**src/rtl/fwd_pkg.sv**
```systemverilog
// Shared types and constants for the MEM-stage store-data forwarder.
package fwd_pkg;

  localparam int FWD_DATA_W = 32;
  localparam int FWD_REG_AW = 5;
  localparam int REG_ZERO   = 0;

  // One recorded writeback at the default pipeline widths.
  typedef struct packed {
    logic                  valid;
    logic [FWD_REG_AW-1:0] rd;
    logic [FWD_DATA_W-1:0] data;
  } fwd_entry_t;

  function automatic int ageWidth(input int depth);
    return $clog2(depth + 1);
  endfunction

endpackage

```
**src/rtl/fwd_prio_sel.sv**
```systemverilog
// Youngest-match selector over DEPTH+1 writeback sources (index 0 = youngest).
module fwd_prio_sel #(
  parameter int DATA_W = 32,
  parameter int REG_AW = 5,
  parameter int DEPTH  = 2,
  parameter int AGE_W  = 2
) (
  input  logic                         keyValid,
  input  logic [REG_AW-1:0]            key,
  input  logic [DEPTH:0]               srcValid,
  input  logic [DEPTH:0][REG_AW-1:0]   srcRd,
  input  logic [DEPTH:0][DATA_W-1:0]   srcData,
  output logic                         hit,
  output logic [DATA_W-1:0]            data,
  output logic [AGE_W-1:0]             age
);

  logic match_s;

  // Scan oldest to youngest so the youngest matching source is the last one kept.
  always_comb begin
    hit     = 1'b0;
    data    = {DATA_W{1'b0}};
    age     = {AGE_W{1'b0}};
    match_s = 1'b0;
    for (int i = DEPTH; i >= 0; i--) begin
      match_s = keyValid && srcValid[i] && (srcRd[i] == key);
      hit     = hit | match_s;
      data    = match_s ? srcData[i] : data;
      age     = match_s ? AGE_W'(i) : age;
    end
  end

endmodule

```
**src/rtl/mem_fwd_history.sv**
```systemverilog
// MEM-stage store-data forwarder with a DEPTH-entry writeback history.
// Optional MEM_FWD_STATS_EN adds a saturating fwd_count output.
module mem_fwd_history
  import fwd_pkg::*;
#(
  parameter int DATA_W     = 32,
  parameter int REG_AW     = 5,
  parameter int DEPTH      = 2,
  parameter int LOADS_ONLY = 0
) (
  input  logic                          clk,
  input  logic                          rst_n,
  input  logic                          memwb_reg_write,
  input  logic                          memwb_mem_to_reg,
  input  logic [REG_AW-1:0]             memwb_rd,
  input  logic [DATA_W-1:0]             memwb_data,
  input  logic                          exmem_mem_write,
  input  logic [REG_AW-1:0]             exmem_rt,
  input  logic                          stall,
  input  logic                          flush,
  output logic                          forward_m,
  output logic [DATA_W-1:0]             forward_data,
  output logic [ageWidth(DEPTH)-1:0]    hit_age
`ifdef MEM_FWD_STATS_EN
  ,
  output logic [31:0]                   fwd_count
`endif
);

  localparam int AGE_W = ageWidth(DEPTH);

  logic                          qualWrite_s;
  logic                          keyValid_s;
  logic [DEPTH:1]                histValid_r;
  logic [DEPTH:1][REG_AW-1:0]    histRd_r;
  logic [DEPTH:1][DATA_W-1:0]    histData_r;
  logic [DEPTH:0]                srcValid_s;
  logic [DEPTH:0][REG_AW-1:0]    srcRd_s;
  logic [DEPTH:0][DATA_W-1:0]    srcData_s;
  logic                          selHit_s;
  logic [DATA_W-1:0]             selData_s;
  logic [AGE_W-1:0]              selAge_s;

  // Qualify the WB write and the store lookup key; $zero never takes part.
  always_comb begin
    qualWrite_s = memwb_reg_write && (memwb_rd != REG_AW'(REG_ZERO)) &&
                  (memwb_mem_to_reg || (LOADS_ONLY == 0));
    keyValid_s  = exmem_mem_write && (exmem_rt != REG_AW'(REG_ZERO));
  end

  // Source 0 is the live WB write, sources 1..DEPTH are the recorded history.
  always_comb begin
    srcValid_s    = {(DEPTH+1){1'b0}};
    srcRd_s       = '{default: {REG_AW{1'b0}}};
    srcData_s     = '{default: {DATA_W{1'b0}}};
    srcValid_s[0] = qualWrite_s;
    srcRd_s[0]    = memwb_rd;
    srcData_s[0]  = memwb_data;
    for (int k = 1; k <= DEPTH; k++) begin
      srcValid_s[k] = histValid_r[k];
      srcRd_s[k]    = histRd_r[k];
      srcData_s[k]  = histData_r[k];
    end
  end

  // History shift register: flush beats stall, stall beats shift.
  always_ff @(posedge clk) begin
    if (!rst_n) begin
      histValid_r <= {DEPTH{1'b0}};
    end else if (flush) begin
      histValid_r <= {DEPTH{1'b0}};
    end else if (stall) begin
      histValid_r <= histValid_r;
    end else begin
      histValid_r[1] <= qualWrite_s;
      histRd_r[1]    <= memwb_rd;
      histData_r[1]  <= memwb_data;
      for (int k = 2; k <= DEPTH; k++) begin
        histValid_r[k] <= histValid_r[k-1];
        histRd_r[k]    <= histRd_r[k-1];
        histData_r[k]  <= histData_r[k-1];
      end
    end
  end

  fwd_prio_sel #(
    .DATA_W (DATA_W),
    .REG_AW (REG_AW),
    .DEPTH  (DEPTH),
    .AGE_W  (AGE_W)
  ) uPrioSel (
    .keyValid (keyValid_s),
    .key      (exmem_rt),
    .srcValid (srcValid_s),
    .srcRd    (srcRd_s),
    .srcData  (srcData_s),
    .hit      (selHit_s),
    .data     (selData_s),
    .age      (selAge_s)
  );

  // Outputs are forced quiet while reset is asserted, whatever the inputs do.
  always_comb begin
    if (!rst_n) begin
      forward_m    = 1'b0;
      forward_data = {DATA_W{1'b0}};
      hit_age      = {AGE_W{1'b0}};
    end else begin
      forward_m    = selHit_s;
      forward_data = selData_s;
      hit_age      = selAge_s;
    end
  end

`ifdef MEM_FWD_STATS_EN
  localparam logic [31:0] CNT_MAX = 32'hFFFF_FFFF;
  logic [31:0] fwdCount_r;

  // Saturating count of forwards taken on non-stalled cycles; flush leaves it alone.
  always_ff @(posedge clk) begin
    if (!rst_n) begin
      fwdCount_r <= 32'd0;
    end else if (forward_m && !stall && (fwdCount_r != CNT_MAX)) begin
      fwdCount_r <= fwdCount_r + 32'd1;
    end else begin
      fwdCount_r <= fwdCount_r;
    end
  end

  assign fwd_count = fwdCount_r;
`endif

endmodule
```
**config.mk**
```make
export PLATFORM = sky130hd
export DESIGN_NAME = mem_fwd_history
export DESIGN_NICKNAME = d
export VERILOG_FILES = /design/src/rtl/fwd_pkg.sv /design/src/rtl/fwd_prio_sel.sv /design/src/rtl/mem_fwd_history.sv
export SDC_FILE = /design/constraint.sdc
export NUM_CORES = 1
export LEC_CHECK = 0
export CAP_MARGIN = 20
export CORE_UTILIZATION = 40
export CTS_BUF_LIST = sky130_fd_sc_hd__clkbuf_8
export DETAILED_ROUTE_END_ITERATION = 6
export GPL_TIMING_DRIVEN = 0
export HOLD_SLACK_MARGIN = 0.02
export PLACE_DENSITY = 0.79
export SYNTH_ARGS = -nofsm -noshare
export SYNTH_HDL_FRONTEND = slang
export SYNTH_SLANG_ARGS = --single-unit
```
**constraint.sdc**
```tcl
create_clock -name clk -period 4.9 [get_ports clk]
set_input_delay 1.225 -clock clk [delete_from_list [all_inputs] [get_ports clk]]
set_output_delay 1.225 -clock clk [all_outputs]
set_load 0.05 [all_outputs]
```
# Word level (Yosys, flattened, before mapping)
# Cells that the tools add are included.
dict set report classes {
  muxes 9
  eq_ne 3
  n_reduce_logical 12
  bitwise 5
}
# operator count
set ops {}
lappend ops {{$mux 32} 4}
lappend ops {{$eq 5x5->1} 3}
lappend ops {{$reduce_bool 5->1} 2}
lappend ops {{$logic_and 1x1->1} 8}
lappend ops {{$mux 2} 4}
lappend ops {{$not 1->1} 3}
lappend ops {{$reduce_and 3->1} 1}
lappend ops {{$or 1x1->1} 2}
lappend ops {{$reduce_or 2->1} 1}
lappend ops {{$mux 1} 1}
dict set report word_totals {
  ff_bits 76
  in_bits 49
  output_inout_bits 35
  wordCells 34
}

# Longest topological paths before layout
# Gate-level depths: netlist of run 1.
dict set report depth {
  ltp_word 8
  depth_mapped 8
  mapped_depth_nobuf 5
}

# Cells and area by module
# A second synthesis of run 1 with hierarchy kept.
dict set report unflattened {
  cells_unflattened 318
  hier_area_um2 3881.2
}
# module seq_area_each_um2 area_per_inst_um2 cells_each n_inst
set by_module_without_submodules {}
lappend by_module_without_submodules {mem_fwd_history 2262.2 2573.7 126 1}
lappend by_module_without_submodules {fwd_prio_sel 0.0 1307.5 192 1}

# Least setup slack after synthesis of run 1
# No wires, ideal clock.
dict set report synth_timing {
  kind {input-to-reg}
  from {in flush}
  to {reg histData_r[0] (netlist bit), enable pin}
  path_buffers 0
  cell_stages 2
  t_required_ns 4.394
  t_arrival_ns 4.482
  setup_time_ns 0.506
  setup_slack_ns -0.088
  path_cell_list {nand2b_1 > nor2_1}
}
dict set report synth_via {
  elab_chain_cells 2
}
# item line
set synth_lines {}
lappend synth_lines {{from (decl)} mem_fwd_history.sv:20} ;# input logic flush,
lappend synth_lines {{$not 1->1 (no source line)} n/a}
lappend synth_lines {{$reduce_and 3->1 (no source line)} n/a}
lappend synth_lines {{to (signal, indexed assignment)} mem_fwd_history.sv:81} ;# histData_r[k] <= histData_r[k-1];
lappend synth_lines {{to (decl)} mem_fwd_history.sv:36} ;# logic [DEPTH:1][DATA_W-1:0] histData_r;
# Every way passes these cells.
# A chain may end at the register's enable or synchronous reset.

# Worst setup path in the final report of run 1
dict set report layout_timing {
  from {in exmem_rt[3]}
  to {out forward_data[8]}
}
dict set report layout_via {
  elab_chain_cells 8
  word_cells_on_any_way 15
  cone_classes {eq/ne (3); mux (4); reduce/logical (8)}
}
# item line
set layout_lines {}
lappend layout_lines {{from (decl)} mem_fwd_history.sv:18} ;# input logic [REG_AW-1:0] exmem_rt,
lappend layout_lines {{$reduce_bool 5->1} mem_fwd_history.sv:48} ;# keyValid_s = exmem_mem_write && (exmem_rt != REG_AW'(REG_ZERO));
lappend layout_lines {{$logic_and 1x1->1} mem_fwd_history.sv:48}
lappend layout_lines {{$logic_and 1x1->1 (2 in series)} fwd_prio_sel.sv:27} ;# match_s = keyValid && srcValid[i] && (srcRd[i] == key);
lappend layout_lines {{$mux 32 (2 in series)} fwd_prio_sel.sv:29} ;# data = match_s ? srcData[i] : data;
lappend layout_lines {{$mux 32 *} fwd_prio_sel.sv:29}
lappend layout_lines {{$mux 32 *} mem_fwd_history.sv:104} ;# if (!rst_n) begin
lappend layout_lines {{to (decl)} mem_fwd_history.sv:22} ;# output logic [DATA_W-1:0] forward_data,
# Every way passes the cells marked *; elsewhere a longest branch is shown, timed or not.

==> results of run 1 <==
what timing repair did:
action                     CTS  global route
buffers inserted             3             1
pin swaps                    1             2
setup endpoints to repair   35            33
gates resized for setup    195            26
final timing paths:
kind | end | startpoint | cells after the start
max | forward_data[8] | exmem_rt[3] | 8
min | histData_r[32] | histData_r[0] | 0
max reg2reg | histData_r[34] | histData_r[2] | 0
min reg2reg | histData_r[32] | histData_r[0] | 0
area by class of cell:
class                   count  area, um^2
well taps                 105       131.4
plain buffers              18       147.6
clock inverters             7       67.56
fillers                   727        3665
repair buffers             87       777.0
multi-input cells         146        1166
flip-flops and latches     76        2262
clock buffers               9       123.9
power groups by stage:
stage / Clock (mW) / Combinational, mW / Sequential, mW
3_3_place_gp: 0 / 0.0999 / 0.761
2_1_floorplan: 0 / 0.0427 / 0.759
5_1_grt: 0.503 / 0.121 / 0.749
6_report: 0.465 / 0.112 / 0.747
3_5_place_dp: 0 / 0.105 / 0.762
4_1_cts: 0.476 / 0.110 / 0.747
per-layer routing:
layer / vias up / global-route usage / wire, um
li1: 1151 / - / -
met1: 1183 / 0.2388 / 3519
met2: 64 / 0.3149 / 4052
met3: 10 / 0.03429 / 348
met4: 0 / 0.06965 / 104
met5: - / 0 / 0
cells by family (layout without fill, tap and decap cells):
group / count (synthesis) / count (layout) / share of synthesized area
compound gates: 69 / 69 / 0.1933
mux: 1 / 1 / 0.002864
flops: 76 / 76 / 0.6473
xor+xnor: 15 / 15 / 0.03759
simple gates: 61 / 61 / 0.08270
buf+inv: 18 / 121 / 0.03616
worst max-delay path: cells and delay by family:
kind / cells / cell delay, ns
buffers and inverters: 3 / 0.85
AOI/OAI and AO/OA: 2 / 0.46
and+or+nand+nor: 3 / 0.99
cell usage in the layout (no fill, tap or decap), drive strengths merged, types with 2 or more instances in the layout:
cell type | synthesis | routed
xnor2 | 11 | 11
clkdlybuf4s50 | 0 | 43
dlymetal6s2s | 0 | 3
nor4 | 5 | 5
nor2 | 36 | 36
o21bai | 2 | 2
nand4 | 5 | 5
xor2 | 4 | 4
dfxtp | 2 | 2
nand3 | 3 | 3
nand2 | 3 | 3
o221a | 2 | 2
or4 | 3 | 3
a221oi | 30 | 30
clkinvlp | 0 | 3
clkbuf | 9 | 29
o21ai | 32 | 32
clkinv | 0 | 3
edfxtp | 74 | 74
buf | 9 | 38
and3 | 2 | 2
per-stage QoR:
stage          area (um^2)  total power, mW  hold WS, ns
2_1_floorplan         3497           0.8018       0.4264
3_3_place_gp          4439           0.8611       0.4307
3_5_place_dp          4484           0.8669       0.4398
4_1_cts               4598            1.332       0.4565
5_1_grt               4676            1.372       0.4750
6_report              4676            1.323       0.4584
flip-flops by register name (all words and copies together), names as in the netlist:
signal,count
histData_r,64
histRd_r,10
histValid_r,2
==> summary.md, run 1 <==
| Metric | Value |
|---|---|
| Status | `finished clean` |
| Clock power share | `0.351` |
| Global-route wire length before repair | `approximately 13000 um` |
| TritonRoute pass-1 iters | `4` |
| Setup ws final | `0.1427 ns` |
| Area Growth Syn to Fin | `33.80%` |
| CP Max Fanout | `7` |
| Mapped Nets | `289` |
| Pint | `a little over 1 mW` |
| Die X | `~95 um` |
| Unrepaired setup endpoints after global routing | `no` |
| Peak supply drop | `~130 uV` |
| Top-count cell post-synth | `edfxtp_1` |
| Crit path largest cell delay | `about 0.52 ns` |
| Area of the die | `just over 9000 um^2` |
| Starting Density | `0.4190` |
| Placed cells | `approximately 430` |
| CP Cell Sequence | `clkdlybuf4s50_1 > or4_4 > o21ai_4 > and3b_1 > buf_6 > nor4_1 > o221a_2 > buf_4` |
| Antenna cells | `0` |
| Cell Area, Synth | `between 3000 and 4000 um^2` |
| Data arrival time of the critical path | `about 3.5 ns` |
| Share of post-route cells with drive strength above 1 | `0.3236` |
| Async SR Flop Fraction | `0` |
| Worst hold path class | `flip-flop to flip-flop` |
| Clock latency at the later pin of the worst-skew pair | `0.35 ns` |
| Total Neg Setup Slack | `0 ns` |
| Post-synthesis sequential area ratio | `0.6473` |
| Core Util, Final | `0.5606` |
| R2R Setup Slk | `between 4 and 5 ns` |
| H-tree depth | `3` |
| Post-synth top cells | `74 x edfxtp_1, 36 x nor2_1, 28 x a221oi_2` |
| CTS sink count | `76` |
| Placeable core area | `~8300 um^2` |
| PD cells | `~280 nW/um^2` |
| Synth area leader | `edfxtp_1` |
| Number of distinct library cells after synthesis | `34` |
| Synthesized flop and latch total | `76` |
| # hold bufs at CTS | `0` |
| Cells after synthesis | `between 200 and 250` |
| Port buffer count | `81` |
| Fin crit share | `0.9709` |
| CTS tree | `built` |
| Sequential share of power | `0.564` |
| Share of the synthesized area in the top cell type | `0.6359` |
| Std cell rows | `33` |
| # IOs | `84` |
| CP max-delay cell | `clkdlybuf4s50_1` |
| Initial antenna violation count | `0` |
| Via Count | `between 2000 and 2500` |
| MaxCap Viol Count | `0` |
| Synthesis Warnings | `0` |
| Final hold violation count | `0` |
| Worst rel slew slack | `0.6916` |
| Synth Flop Type | `edfxtp_1` |
| # nets final | `387` |
| Critical Path Start Type | `input pin` |
| Finish-stage setup viols | `0` |
| Chip height | `between 90 and 100 um` |
| WS Path Type | `input pin to output pin` |
| Residual DRC count | `0` |
| HPWL Detailed | `roughly 5500 um` |
| Worst-case clock buffer depth | `2` |
| Finished Layout Cells | `about 450` |
| Number of global-route vias before repair | `~2500` |
| Required @ worst endpoint | `approximately 3.7 ns` |
| Initial DRC count | `75` |
| CP Capture Type | `output pin` |
| Max-slew violation count | `0` |
| Grt total ovfl | `0` |
| Post-DR vias/cell | `5.375` |
| Minimum clock period | `4.757 ns` |
| Skew final | `0.009427 ns` |
| Leak pwr | `approximately 1.6 nW` |
| RePlAce Congestion | `a little under 0.8` |
| Total CTS buffers | `9` |
| Fmax | `~210 MHz` |
| Sw frac | `0.2267` |
| WL per Instance | `17.91 um` |
| Total Wirelength | `around 8000 um` |
| Clk root buf | `clkbuf_8` |
| Comb power frac | `0.085` |
| EDFF count, synth | `between 70 and 80` |
| Clk slew on worst S/H paths | `approximately 0.09 ns` |
| Worst-margin pin slew | `roughly 0.46 ns` |
| Total track usage | `0.1866` |
| Average size of a mapped cell | `approximately 15 um^2` |
| Pre-CTS setup slack | `-0.8271 ns` |
| Sw Pwr | `299.9 uW` |
| Routed Antenna Nets | `0` |
| Largest net degree at the start of global routing | `37` |
| Largest cells by area after synthesis | `edfxtp_1 64%, a221oi_2 12%, nor2_1 3.9%` |
Power figures use the tool's default switching activity.
==> run 2, diff against run 1 <==
- CAP_MARGIN: 20 -> unset
- REMOVE_ABC_BUFFERS: unset -> 1
==> run 2 against run 1 <==
Cell area rose by 1.2%; largest cell class unchanged; largest power group unchanged; worst setup slack got worse by 0.078 ns; critical path depth rose by 2; hold slack improved by 0.0078 ns; wire length rose by 7.3%; combinational power rose by 5%; critical endpoint is now forward_data[5].
==> summary.md, run 2 (synthesized netlist as in run 1, its figures left out) <==
| Metric | Value |
|---|---|
| Fmax | `around 210 MHz` |
| CP Max Fanout | `8` |
| Max reg flops | `64` |
| MaxCap Viol Count | `0` |
| Routed Antenna Nets | `0` |
| TritonRoute pass-1 iters | `4` |
| # nets final | `slightly below 400` |
| Share of post-route cells with drive strength above 1 | `0.3275` |
| Initial antenna violation count | `0` |
| Total CTS buffers | `9` |
| Die X | `roughly 95 um` |
| RePlAce Congestion | `0.7736` |
| CP Capture Type | `output pin` |
| Peak supply drop | `between 100 and 150 uV` |
| WL per Instance | `slightly below 20 um` |
| Clk root buf | `clkbuf_8` |
| Chip height | `around 95 um` |
| Leading cell type in the layout, fill and taps excluded | `edfxtp_1` |
| Residual DRC count | `0` |
| Largest regs | `histData_r (64), histRd_r (10), histValid_r (2)` |
| Placeable core area | `8341 um^2` |
| Starting Density | `0.4190` |
| Leak pwr | `1.642 nW` |
| Pre-CTS setup slack | `-1.085 ns` |
| Port buffer count | `roughly 80` |
| Worst-case clock buffer depth | `2` |
| Final instance area | `roughly 4700 um^2` |
| H-tree depth | `3` |
| Most flops, register | `histData_r` |
| Area of the die | `a little over 9000 um^2` |
| PD cells | `between 300 and 400 nW/um^2` |
| Antenna cells | `0` |
| Required @ worst endpoint | `approximately 3.7 ns` |
| Area Growth Syn to Fin | `35.34%` |
| Minimum clock period | `just under 5 ns` |
| Critical Path Start Type | `input pin` |
| Core Util, Final | `0.5671` |
| Skew final | `about 0.012 ns` |
| Global-route wire length before repair | `around 12000 um` |
| Fin crit share | `0.9868` |
| Clock latency at the later pin of the worst-skew pair | `~0.34 ns` |
| CTS tree | `built` |
| Worst-margin pin slew | `~1.2 ns` |
| Total Wirelength | `between 8000 and 9000 um` |
| Setup ws final | `between 0.06 and 0.07 ns` |
| Placed Area | `between 4000 and 5000 um^2` |
| WS Path Type | `input pin to output pin` |
| Grt total ovfl | `0` |
| Max-slew violation count | `0` |
| Number of global-route vias before repair | `2383` |
| # IOs | `84` |
| Commonest cells after routing, fill and taps aside | `74 x edfxtp_1, 43 x clkdlybuf4s50_1, 35 x nor2_1` |
| Finish-stage setup viols | `0` |
| Status | `finished clean` |
| Worst rel slew slack | `0.1813` |
| Initial DRC count | `75` |
| Clk slew on worst S/H paths | `around 0.070 ns` |
| CTS sink count | `76` |
| Std cell rows | `33` |
| Via Count | `between 2000 and 2500` |
| Final hold violation count | `0` |
| Worst hold path class | `flip-flop to flip-flop` |
| Post-DR vias/cell | `5.517` |
| HPWL Detailed | `about 5200 um` |
| Data arrival time of the critical path | `3.61 ns` |
| Total track usage | `0.1816` |
| Largest net degree at the start of global routing | `37` |
-- run 2: cell count changes in the layout (fill, tap and decap cells not counted), sizes merged --
| cell | before | now |
|---|---|---|
| clkbuf | 29 | 9 |
| buf | 38 | 52 |
| clkdlybuf4s15 | 1 | 4 |
| bufinv | 1 | 3 |
| clkinv | 3 | 1 |
| clkinvlp | 3 | 1 |
| or4 | 3 | 5 |
| dlymetal6s2s | 3 | 4 |
| inv | 0 | 1 |
-- run 2: final cells by class --
type | count | area [um^2]
Clock buffer | 9 | 123.9
Clock inverter | 6 | 105.1
Fill cell | 686 | 3611
Multi-Input combinational cell | 148 | 1209
Sequential cell | 76 | 2262
Tap cell | 105 | 131.4
Timing Repair Buffer | 103 | 898.4
-- run 2: metal layers --
metal / track usage / part of all wire / vias up
met2: 0.2875 / 0.49 / 83
li1: - / - / 1162
met3: 0.04147 / 0.050 / 14
met1: 0.2369 / 0.44 / 1207
met5: 0 / 0 / -
met4: 0.08333 / 0.018 / 0
-- run 2: worst paths after layout --
| check | start | endpoint | slack, ns | cells after the start |
|---|---|---|---|---|
| max | exmem_rt[3] | forward_data[5] | 0.06 | 10 |
| min | histData_r[31] | histData_r[63] | 0.47 | 0 |
| max reg2reg | histRd_r[4] | histRd_r[9] | 4.17 | 0 |
| min reg2reg | histData_r[31] | histData_r[63] | 0.47 | 0 |
-- run 2: power breakdown --
part | leakage, nW | switching [mW] | internal (mW) | total (mW)
clock network | 0.114 | 0.225 | 0.332 | 0.557
registers | 0.696 | 0.0118 | 0.735 | 0.747
logic | 0.831 | 0.0608 | 0.0576 | 0.118
total | 1.64 | 0.298 | 1.13 | 1.42
-- run 2: through the flow --
stage / hold WS [ns] / cells / total power [mW] / setup TNS, ns
after CTS: 0.4633 / 441 / 1.421 / -0.05614
after detailed placement: 0.4549 / 419 / 0.8673 / -35.94
after global routing: 0.4682 / 447 / 1.467 / -0.08800
after global placement: 0.4301 / 409 / 0.8615 / -350.95
after floorplan: 0.4264 / 222 / 0.8000 / -80.61
final: 0.4663 / 447 / 1.423 / 0
-- run 2: critical path, cell delays in order --
cell and delay, ns:
clkdlybuf4s50_1 0.53, or4_4 0.49, nor2_1 0.26, nor4_4 0.10, buf_4 0.19, buf_4 0.18, buf_4 0.17, a221oi_2 0.18
nor2_1 0.07, buf_2 0.21
-- run 2: what timing repair did --
action / CTS / global route
resized for setup: 172 / 12
setup endpoints to repair: 35 / 30
pin swaps: 4 / 3
setup buffers: 7 / 4
hold buffers: 0 / 0
gates cloned: 0 / 2
endpoints found under the hold margin: 0 / 0
==> run 3, diff against run 2 <==
- SETUP_SLACK_MARGIN: unset -> 0.3
==> run 3 against run 2 <==
First-iteration DRC count fell by 8.0%; final cell count rose by 0.89%; total power increased by 0.34%; clock skew hardly changed; critical endpoint is now hit_age[1]; largest power group unchanged; highest routed layer unchanged.
==> summary.md, run 3 (synthesized netlist as in run 1, its figures left out) <==
| Metric | Value |
|---|---|
| Commonest cells after routing, fill and taps aside | `74 x edfxtp_1, 37 x clkdlybuf4s50_1, 34 x nor2_1` |
| Data arrival time of the critical path | `between 3 and 4 ns` |
| Peak supply drop | `around 150 uV` |
| Post-DR vias/cell | `5.634` |
| Hold Crit Depth | `0` |
| Clock latency at the later pin of the worst-skew pair | `0.34 ns` |
| Placed Area | `roughly 4500 um^2` |
| Final hold violation count | `0` |
| MaxCap Viol Count | `0` |
| RePlAce Congestion | `slightly below 0.8` |
| Final instance area | `4846 um^2` |
| Required @ worst endpoint | `3.67 ns` |
| DR top layer | `met4` |
| Initial DRC count | `69` |
| CP max-delay cell | `a2111oi_4` |
| Area of the die | `9115 um^2` |
| TritonRoute pass-1 iters | `4` |
| Worst-case clock buffer depth | `2` |
| Total Wirelength | `roughly 9000 um` |
| Unrepaired setup endpoints after global routing | `yes` |
| Clk root buf | `clkbuf_8` |
| Total Power | `1.427 mW` |
| Area Growth Syn to Fin | `38.67%` |
| Fin crit share | `0.9432` |
| Leading cell type in the layout, fill and taps excluded | `edfxtp_1` |
| CTS sink count | `76` |
| Total track usage | `0.2071` |
| # nets final | `391` |
| Share of post-route cells with drive strength above 1 | `0.3699` |
| Max reg flops | `64` |
| Finish-stage setup viols | `0` |
| Grt total ovfl | `0` |
| Global-route wire length before repair | `around 14000 um` |
| Crit path largest cell delay | `0.44 ns` |
| CP Max Fanout | `6` |
| Die X | `around 95 um` |
| Via Count | `between 2000 and 3000` |
| Routed Antenna Nets | `0` |
| Residual DRC count | `0` |
| Port buffer count | `82` |
| Worst r2r path cells | `0` |
| Starting Density | `0.4190` |
| CP Capture Type | `output pin` |
| Total Neg Setup Slack | `0 ns` |
| Total CTS buffers | `9` |
| Std cell rows | `33` |
| Worst-margin pin slew | `between 1 and 1.5 ns` |
| # hold bufs at CTS | `0` |
| CP Cell Sequence | `dlygate4sd2_1 > xnor2_1 > nand4_1 > a2111oi_4 > buf_6 > buf_4 > and3_1 > clkdlybuf4s18_2` |
| Chip height | `95.47 um` |
| WS Path Type | `input pin to output pin` |
| Placeable core area | `roughly 8300 um^2` |
| Leak pwr | `between 1.5 and 2 nW` |
| Largest regs | `histData_r (64), histRd_r (10), histValid_r (2)` |
| Max-slew violation count | `0` |
| # IOs | `84` |
| Skew final | `between 0.01 and 0.015 ns` |
| WL met3 | `a little over 500 um` |
| Routed wl met2 | `around 4600 um` |
| Number of global-route vias before repair | `about 2500` |
| WL per Instance | `around 20 um` |
| Antenna cells | `0` |
| Most flops, register | `histData_r` |
| Initial antenna violation count | `0` |
| Clk slew on worst S/H paths | `roughly 0.07 ns` |
| Largest net degree at the start of global routing | `37` |
| H-tree depth | `3` |
| Minimum clock period | `around 4.6 ns` |
| Critical Path Start Type | `input pin` |
| PD cells | `~290 nW/um^2` |
| Worst hold path class | `flip-flop to flip-flop` |
| Fmax | `216.4 MHz` |
| HPWL Detailed | `between 5000 and 6000 um` |
| Metal-1 WL | `roughly 3900 um` |
| Worst rel slew slack | `0.1781` |
| Status | `finished clean` |
| CTS tree | `built` |
## run 3: cell types whose count changed in the layout (fill, tap and decap cells not counted), sizes merged, moves of 2 or more
cell,previous run,this run
clkdlybuf4s50,43,37
dlygate4sd2,0,6
dlymetal6s2s,4,0
buf,52,56
clkbuf,9,11
## run 3: worst paths after layout
check	slack, ns	start	end
max reg2reg	4.16	histData_r[6]	histData_r[38]
min reg2reg	0.48	histData_r[15]	histData_r[47]
min	0.48	histData_r[15]	histData_r[47]
max	0.28	exmem_rt[3]	hit_age[1]
## run 3: where the power goes
group / internal, mW / switching, mW
registers: 0.735 / 0.0127
clock network: 0.332 / 0.222
logic: 0.0590 / 0.0656
## run 3: repair_timing
action | 4_1_cts | 5_1_grt
setup endpoints to repair | 35 | 33
pin swaps | 9 | 7
gates cloned | 3 | 0
resized for setup | 212 | 21
buffers inserted | 11 | 3
## run 3: layer usage
| layer | global-route usage | up-vias |
|---|---|---|
| li1 | - | 1181 |
| met1 | 0.2657 | 1242 |
| met2 | 0.3327 | 98 |
| met3 | 0.04705 | 20 |
| met4 | 0.09577 | 0 |
| met5 | 0 | - |
## run 3: layout make-up
cell class	instances	area (um^2)
clock inverter	6	105.1
multi-input combinational	149	1279
fill	673	3495
clock buffer	9	123.9
sequential	76	2262
tap	105	131.4
timing repair buffer	106	944.7
## run 3: critical path: cells and delay by family
| family | cells | cell delay [ns] |
|---|---|---|
| AOI/OAI and AO/OA | 1 | 0.44 |
| and+or+nand+nor | 2 | 0.42 |
| buffers and inverters | 4 | 1.05 |
| xor gates and xnor gates | 1 | 0.25 |
## run 3: through the flow
stage               hold WS [ns]  utilization  worst slack (ns)  cells
detailed placement        0.4549       0.5357            -1.085    419
floorplan                 0.4264            -            -2.634    222
CTS                       0.4659       0.5743            0.3037    448
finish                    0.4797       0.5810            0.2781    451
global placement          0.4301       0.5180            -5.238    409
global route              0.4877       0.5810            0.2240    451
